`src/rtl/boule_multi_layer.sv`:
```
// rtl/boule_multi_layer.sv - hopping ball sprite on the cube pyramid; BOULE_FREEZE_EN enables e_freeze in MOVE
module boule_multi_layer #(
    parameter int N_HOPS        = 7,
    parameter int SPEED_W       = 32,
    parameter int DEFAULT_SPEED = 100000,
    parameter int SPAWN_BIT     = 16,
    parameter int X_MAX         = 800
) (
    input  logic               clk,
    input  logic               reset,
    input  logic [10:0]        x_cnt,
    input  logic [9:0]         y_cnt,
    input  logic [10:0]        XDIAG_DEMI,
    input  logic [10:0]        XLENGTH,
    input  logic [9:0]         YDIAG_DEMI,
    input  logic               e_enable,
    input  logic [N_HOPS-1:0]  e_move,
    input  logic [20:0]        e_XY0,
    input  logic               e_pause,
    input  logic               e_resume,
    input  logic               e_restart,
    input  logic [SPEED_W-1:0] e_speed,
    input  logic               e_freeze,
    input  logic               qbert_hitbox,
    output logic [20:0]        boule_xy,
    output logic               boule_hitbox,
    output logic               la_boule,
    output logic               done_move,
    output logic               hit_qb,
    output logic [2:0]         br_state,
    output logic               busy
);
    localparam int HOP_W = $clog2(N_HOPS + 1);
    localparam logic [10:0] X_LIM = 11'(X_MAX);
    localparam logic [SPEED_W-1:0] ONE = {{(SPEED_W-1){1'b0}}, 1'b1};

    typedef enum logic [2:0] {IDLE = 3'd0, START = 3'd1, MOVE = 3'd2, FALL = 3'd3, DONE = 3'd4} state_t;
    state_t state, state_nxt;

    logic [SPEED_W-1:0] count, speed, count_nxt, speed_sel;
    logic [10:0]        x0, xc, xc_disp, start_x, xq;
    logic [9:0]         y0, yc, yc_disp, yq;
    logic [HOP_W-1:0]   hop_cnt;
    logic [N_HOPS-1:0]  move_vec;
    logic [11:0]        step_cnt;
    logic               phase_h, paused, hold, frz, tick, spawn, spawn_rise;
    logic               v_last, h_last, hop_end, busy_st, in_box, hitbox_r, hit_latch;

    always_comb begin
        hold = e_pause | (paused & ~e_resume);
`ifdef BOULE_FREEZE_EN
        frz = e_freeze & (state == MOVE);
`else
        frz = 1'b0 & e_freeze;
`endif
        speed_sel  = (e_speed == '0) ? SPEED_W'(DEFAULT_SPEED) : e_speed;
        spawn      = ~hold & e_enable & ((state == IDLE) | (state == DONE));
        tick       = ~hold & ~frz & (count == speed);
        count_nxt  = tick ? '0 : count + ONE;
        spawn_rise = count_nxt[SPAWN_BIT] & ~count[SPAWN_BIT];
        move_vec   = e_move >> hop_cnt;
        v_last     = (step_cnt + 12'd1) >= {2'b00, YDIAG_DEMI};
        h_last     = (step_cnt + 12'd1) >= ({1'b0, XDIAG_DEMI} + {1'b0, XLENGTH});
        hop_end    = (state == MOVE) & tick & phase_h & h_last;
        busy_st    = (state == START) | (state == MOVE) | (state == FALL);
        // during the slide the position is derived from the anchor, afterwards it is the running xc/yc
        xc_disp    = (state == START) ? (x0 - XLENGTH + start_x) : xc;
        yc_disp    = (state == START) ? (y0 + YDIAG_DEMI) : yc;
        xq         = XDIAG_DEMI >> 2;
        yq         = YDIAG_DEMI >> 2;
        in_box     = (x_cnt >= xc_disp - xq) & (x_cnt <= xc_disp + xq) &
                     (y_cnt >= yc_disp - yq) & (y_cnt <= yc_disp + yq);
    end

    always_comb begin
        state_nxt = state;
        if (e_restart) begin
            state_nxt = IDLE;
        end else if (!hold) begin
            case (state)
                IDLE, DONE: if (e_enable) state_nxt = START;
                START:      if (start_x == XLENGTH) state_nxt = MOVE;
                MOVE:       if (hop_end && hop_cnt == HOP_W'(N_HOPS - 1)) state_nxt = FALL;
                FALL:       if (xc >= X_LIM) state_nxt = DONE;
                default:    state_nxt = IDLE;
            endcase
        end
    end

    always_ff @(posedge clk or negedge reset) begin
        if (!reset) state <= IDLE;
        else        state <= state_nxt;
    end

    always_ff @(posedge clk or negedge reset) begin
        if (!reset) begin
            count <= '0; speed <= SPEED_W'(DEFAULT_SPEED); paused <= 1'b0;
            x0 <= '0; y0 <= '0; xc <= '0; yc <= '0; start_x <= '0;
            hop_cnt <= '0; step_cnt <= '0; phase_h <= 1'b0;
            hitbox_r <= 1'b0; hit_latch <= 1'b0; hit_qb <= 1'b0; done_move <= 1'b0;
        end else if (e_restart) begin
            count <= '0; speed <= SPEED_W'(DEFAULT_SPEED); paused <= 1'b0;
            x0 <= '0; y0 <= '0; xc <= '0; yc <= '0; start_x <= '0;
            hop_cnt <= '0; step_cnt <= '0; phase_h <= 1'b0;
            hitbox_r <= 1'b0; hit_latch <= 1'b0; hit_qb <= 1'b0; done_move <= 1'b0;
        end else begin
            paused    <= hold;
            done_move <= hop_end;
            hitbox_r  <= in_box & busy_st;
            hit_qb    <= 1'b0;
            if (boule_hitbox && qbert_hitbox && state == MOVE && !hit_latch) begin
                hit_qb    <= 1'b1;
                hit_latch <= 1'b1;
            end
            if (spawn) begin
                x0 <= e_XY0[20:10]; y0 <= e_XY0[9:0];
                start_x <= '0; hop_cnt <= '0; step_cnt <= '0; phase_h <= 1'b0;
                hit_latch <= 1'b0; count <= '0; speed <= speed_sel;
            end else if (!hold) begin
                if (!frz) count <= count_nxt;
                if (tick) speed <= speed_sel;
                case (state)
                    START: begin
                        if (start_x == XLENGTH) begin
                            xc <= x0;
                            yc <= y0 + YDIAG_DEMI;
                        end else if (spawn_rise) begin
                            start_x <= start_x + 11'd1;
                        end
                    end
                    MOVE: if (tick) begin
                        if (!phase_h) begin
                            yc <= move_vec[0] ? yc + 10'd1 : yc - 10'd1;
                            step_cnt <= v_last ? 12'd0 : step_cnt + 12'd1;
                            phase_h  <= v_last;
                        end else begin
                            xc <= xc + 11'd1;
                            step_cnt <= h_last ? 12'd0 : step_cnt + 12'd1;
                            phase_h  <= ~h_last;
                            if (h_last) hop_cnt <= hop_cnt + HOP_W'(1);
                        end
                    end
                    FALL: if (xc < X_LIM && tick) xc <= xc + 11'd1;
                    default: ;
                endcase
            end
        end
    end

    assign boule_xy     = {xc_disp, yc_disp};
    assign boule_hitbox = hitbox_r & busy_st;
    assign la_boule     = boule_hitbox;
    assign br_state     = state;
    assign busy         = busy_st;
endmodule

```
`config.mk`:
```
export PLATFORM = sky130hd
export DESIGN_NAME = boule_multi_layer
export DESIGN_NICKNAME = d
export VERILOG_FILES = /design/src/rtl/boule_multi_layer.sv
export SDC_FILE = /design/constraint.sdc
export NUM_CORES = 1
export LEC_CHECK = 0
export ABC_AREA = 1
export ABC_CLOCK_PERIOD_IN_PS = 5900
export CAP_MARGIN = 15
export CELL_PAD_IN_SITES_DETAIL_PLACEMENT = 1
export CELL_PAD_IN_SITES_GLOBAL_PLACEMENT = 1
export CORE_ASPECT_RATIO = 1.1
export CORE_MARGIN = 2
export CORE_UTILIZATION = 45
export CTS_CLUSTER_SIZE = 40
export DETAILED_ROUTE_END_ITERATION = 8
export DONT_BUFFER_PORTS = 1
export PLACE_DENSITY = 0.84
export REMOVE_ABC_BUFFERS = 1
export SYNTH_ARGS = -nofsm -noshare
export SYNTH_HDL_FRONTEND = slang
export SYNTH_SLANG_ARGS = --single-unit
export TNS_END_PERCENT = 20
```
`constraint.sdc`:
```
create_clock -name clk -period 5.9 [get_ports clk]
set_input_delay 1.18 -clock clk [delete_from_list [all_inputs] [get_ports clk]]
set_output_delay 1.18 -clock clk [all_outputs]
set_load 0.05 [all_outputs]
```
**Yosys cells after proc, flatten, opt, wreduce, memory -nomap -nowiden**

Index checks and enable logic that the tools add are counted.

- Register bits: 141
- Bits of input ports: 121
- Output and inout port bits: 29

- Add/sub/neg operators: 15
- Order comparisons: 8
- Equality and inequality tests: 19
- Shift-type cells: 1
- Multiplexer cells: 73
- Bitwise operators: 21
- Reduce and logical (&&, ||, !) cells: 26

Operators with widths:

| operator | number |
|---|---|
| $mux 32 | 9 |
| $mux 11 | 16 |
| $mux 10 | 10 |
| $mux 12 | 8 |
| $mux 3 | 13 |
| $pmux 11 s3 | 1 |
| $add 32x1->32 const B | 1 |
| $eq 32x32->1 | 1 |
| $logic_not 32->1 | 1 |
| $reduce_bool 3->1 | 8 |
| $add 11x1->11 const B | 2 |
| $pmux 10 s2 | 1 |
| $ne 3x2->1 const B | 5 |
| $ne 3x3->1 const B | 5 |
| $mux 1 | 14 |
| $and 1x1->1 | 13 |
| $add 11x11->12 | 1 |
| $add 12x1->12 const B | 1 |
| $ge 12x10->1 | 1 |
| $ge 12x12->1 | 1 |
| $pmux 3 s4 | 1 |
| $add 11x11->11 | 1 |
| $add 11x9->11 | 1 |
| $eq 11x11->1 | 1 |
| 33 further kinds | 47 |

**Depth between registers and ports, before layout**

- Word-level depth: 13
- Gate-level depth with buffers: 28

**Worst setup path before layout**

No wires, ideal clock.

- Path kind: input port to flip-flop
- From: input port XLENGTH[2]
- To: register hitbox_r
- Data arrival time: 6193 ps
- Required time: 5828 ps
- Slack: -365 ps
- Cell stages on the path: 26
- Buffers on the path: 0
- Cells stage by stage: fa_1 -> inv_1 -> ha_1 -> a21oi_1 -> o21ai_0 -> xor2_1 -> o21ai_0 -> ha_1 -> inv_1 -> nand3_1 -> nand2_1 -> a21oi_1 -> o21ai_0 -> nand2_1 -> nand2_1 -> nand2_1 -> nand2_1 -> nand2_1 -> xnor2_1 -> ha_1 -> nand2_1 -> nor4_1 -> nand4_1 -> nand2_1 -> nand4_1 -> nor2_1

- Cells in the longest elaborated chain, start to end: 10
- Elaborated cells between the ends (all ways): 12
- Classes of those cells: 4 x add/sub; 2 x order compare; 2 x mux; 4 x bitwise

RTL lines:

| element | RTL line | source |
|---|---|---|
| from (decl) | 14 | `input logic [10:0] XLENGTH,` |
| $sub 11x11->11 * | 67 | `xc_disp = (state == START) ? (x0 - XLENGTH + start_x) : xc;` |
| $add 11x11->11 * | 67 |  |
| $mux 11 * | 67 |  |
| named net boule_xy[13] | 25 | `output logic [20:0] boule_xy,` |
| $sub 11x9->11 / $add 11x9->11 (equally long branches) | 71 | `in_box = (x_cnt >= xc_disp - xq) & (x_cnt <= xc_disp + xq) &` |
| $ge 11x11->1 / $le 11x11->1 (equally long branches) | 71 |  |
| $and 1x1->1 * (2 in series) | 71 |  |
| $and 1x1->1 * | 72 | `(y_cnt >= yc_disp - yq) & (y_cnt <= yc_disp + yq);` |
| $and 1x1->1 * | 109 | `hitbox_r <= in_box & busy_st;` |
| $mux 1 * | 101 | `end else if (e_restart) begin` |
| to (signal assigned) | 109 |  |
| to (decl) | 47 | `logic v_last, h_last, hop_end, busy_st, in_box, hitbox_r, hit_latch;` |

The timed path passes the listed nets; every way through them passes the cells marked *.
A chain may end at the register's enable or synchronous reset.

**Worst setup path after layout**

- From: input port XLENGTH[4]
- To: register hitbox_r

- Cells in the longest elaborated chain, start to end: 10
- Elaborated cells between the ends (all ways): 12
- Classes of those cells: 4 x add/sub; 2 x order compare; 2 x mux; 4 x bitwise

RTL lines:

| element | RTL line |
|---|---|
| $sub 11x11->11 * | 67 |
| $add 11x11->11 * | 67 |
| $mux 11 * | 67 |
| $sub 11x9->11 / $add 11x9->11 (equally long branches) | 71 |
| $ge 11x11->1 / $le 11x11->1 (equally long branches) | 71 |
| $and 1x1->1 * (2 in series) | 71 |
| $and 1x1->1 * | 72 |
| $and 1x1->1 * | 109 |
| $mux 1 * | 101 |

Every way passes the cells marked *; elsewhere a longest branch is shown, timed or not.

==> results.json <==
{
  "status": "completed",
  "power_density_mw_per_mm2": 446,
  "setup_tns_ns": 0,
  "max-vdd-ir-drop_mv": 0.197,
  "h-tree-depth": 4,
  "die_area_mm2": 0.0311,
  "tightestPinTransition_ns": 0.982,
  "synth_cells": 1866,
  "nets": 2156,
  "synth_warnings": 0,
  "hold_viol": 0,
  "period_needed_ns": 5.22,
  "ant_nets": 0,
  "cts_root_buf": "clkbuf_16",
  "cp-start-kind": "input pin",
  "min_period_over_period": 0.885,
  "synth.distinct_cells": 51,
  "seq_area_mm2": 0.00354,
  "grt_overflow": 0,
  "avgSynthCellArea_um2": 7.16,
  "reg2reg_slack_ns": 0.76,
  "setup_viol": 0,
  "grt_max_degree": 142,
  "drt_pass1_iterations": 4,
  "diodes": 0,
  "synth_edf_count": 0,
  "place_hpwl_mm": 32.7,
  "port_buffers": 0,
  "synthTopCellsByCount": "429 x nand2_1, 255 x inv_1, 152 x nor2_1",
  "crit_type": "in -> reg",
  "clk_latency_ns": 0.44,
  "share_comb_of_total_power": 0.637,
  "track_usage": 0.271,
  "ys_async_sr_fraction": 1.00,
  "dr_total_vias": 12612,
  "clk_pin_slew_ns": 0.07,
  "synth.area.top_cells": "dfrtp_1 25%, ha_1 14%, nand2_1 12%",
  "r2r_start": "br_state[1]$_DFFE_PN0P_",
  "cts_buffers": 17,
  "drt_iter0_drc": 539,
  "synth_top_area_cell": "dfrtp_1",
  "wirelength_mm": 41.6,
  "syn_area_mm2": 0.0134,
  "final.setup_skew_ns": 0.0134,
  "worst_setup_path_end_kind": "register",
  "startpoint": "XLENGTH[4]",
  "drv_cap": 0,
  "worstPathArrival_ns": 5.59,
  "p_leak_nw": 7.29,
  "intPower_w": 0.00310,
  "drv_slew": 0,
  "post_cts_buffers": 0,
  "p_sw_w": 0.00334,
  "crit_required_ns": 6.27,
  "rows": 66,
  "cts_resized": 0,
  "gp_congestion": 0.897,
  "cp_max_fo": 6,
  "viasPerCell": 5.58,
  "grt_pass1_vias": 13319,
  "start_util": 0.454,
  "ys_seq_elements": 141,
  "dieWidth_um": 168,
  "drive_above_1_share": 0.0673,
  "cts_sinks": 141,
  "worstHoldPathType": "in -> async",
  "drc_errors": 0,
  "cp-endpoint": "hitbox_r$_DFF_PN0_",
  "die_h_um": 185,
  "core_area_mm2": 0.0294,
  "synth_top_area_frac": 0.253,
  "grt_antenna_before_repair": 0,
  "wire_per_inst_um": 18.4,
  "multi_input_area_mm2": 0.00857,
  "fmax_ghz": 0.191,
  "p_clk_frac": 0.169,
  "ys.flop_type": "dfrtp_1",
  "yosysMostFrequentCell": "nand2_1",
  "slew_headroom": 0.343,
  "layout.cells.non_filler": 2260,
  "cts_tree": "done",
  "ys_seq_area_frac": 0.265,
  "nFillCells": 3799,
  "area_delta_synth_final_pct": 8.02,
  "timing.rr.end": "hitbox_r$_DFF_PN0_",
  "clock_path_buffers": 2,
  "cts-hold-fix-buffers": 0,
  "swShare": 0.519,
  "dp.cells": 2227,
  "ioPinCount": 150,
  "rr_worst_depth": 21,
  "p_seq_frac": 0.194,
  "rsz0062_at_grt": "false",
  "grt_pass1_wl_mm": 67.0,
  "power_w": 0.00644
}
[logic make-up after synthesis]
logic type	share of synthesized area
fa+ha+maj	0.161
compound gates	0.133
xor+xnor	0.0748
buf+inv	0.0941
simple gates	0.270
mux	0.00225
flops	0.265
[routing by layer]
layer  routed length, µm  global-route usage
met3                1650              0.0436
met4                1250              0.0921
met5                   0                   0
met2               21200               0.500
met1               17600               0.320
[placed cells by master, fill, tap and decap left out, types with 9 or more instances in the layout]
master	synthesis	routed
a21o_1	9	9
fa_1	17	17
o21ai_0	122	110
ha_1	145	145
inv_1	255	255
a22o_1	11	11
clkbuf_16	0	17
nor4_1	19	19
o21ai_2	9	9
a21oi_1	103	103
buf_4	4	31
nor3_1	36	36
nand3_1	108	108
nand2_1	429	429
nor2_1	152	150
xnor2_1	27	27
dfrtp_1	135	135
nand4_1	36	36
o21ai_1	4	16
xor2_1	87	87
inv_2	19	19
[through the flow]
step	util	worst slack, ns	hold slack, ns	instance area (µm²)
after global routing	0.491	0.191	0.428	14400
after global placement	0.471	0.391	0.456	13800
after floorplan	-	-0.387	0.409	13100
after CTS	0.490	0.729	0.429	14400
final	0.491	0.678	0.449	14400
after detailed placement	0.471	0.277	0.467	13800
[how the worst min path moves through the flow]
stage	from	end
2_1_floorplan	hit_latch$_DFFE_PN0P_	hit_qb$_DFF_PN0_
3_3_place_gp	hit_latch$_DFFE_PN0P_	hit_qb$_DFF_PN0_
3_5_place_dp	speed[10]$_DFFE_PN1P_	speed[10]$_DFFE_PN1P_
4_1_cts	reset	y0[7]$_DFFE_PN0N_
5_1_grt	reset	count[5]$_DFFE_PN0P_
6_report	reset	speed[0]$_DFFE_PN0P_
[layout make-up]
cell class | instances | share of cell area
Inverter | 274 | 0.0713
Timing Repair Buffer | 32 | 0.0172
Sequential cell | 141 | 0.245
Tap cell | 374 | 0.0324
Clock inverter | 12 | 0.00980
Multi-Input combinational cell | 1407 | 0.594
Clock buffer | 20 | 0.0303
[state kept, by name, summed over array words and instances, names as in the netlist]
| signal | flops |
|---|---|
| yc | 10 |
| y0 | 10 |
| done_move | 1 |
| br_state | 3 |
| hitbox_r | 1 |
| count | 32 |
| hop_cnt | 3 |
| step_cnt | 12 |
| paused | 1 |
| hit_latch | 1 |
| speed | 32 |
| x0 | 11 |
| xc | 11 |
| phase_h | 1 |
| start_x | 11 |
| hit_qb | 1 |
[power groups by stage]
stage               clock (W)  combinational (W)  sequential [W]
floorplan                   0            0.00295         0.00123
global placement            0            0.00386         0.00125
finish                0.00109            0.00410         0.00125
global route          0.00114            0.00462         0.00127
detailed placement          0            0.00406         0.00126
CTS                   0.00110            0.00410         0.00124
[worst max-delay path, stage by stage]
cell and delay (ns):
fa_1 0.52, inv_1 0.04, ha_1 0.36, nand2_1 0.10, o21ai_0 0.29, a21oi_1 0.11, o21ai_0 0.24, xnor2_1 0.17
mux2i_1 0.13, ha_1 0.43, nand2_1 0.10, nor3_1 0.14, nand2_1 0.08, o211ai_1 0.17, nand2_1 0.08, nand2_1 0.07
nor2_1 0.05, xor2_1 0.17, ha_1 0.33, nand2_1 0.07, nor2_1 0.17, o311ai_0 0.18, nand4_1 0.11, nand4_1 0.15
nor2_1 0.13
Power figures use the tool's default switching activity.
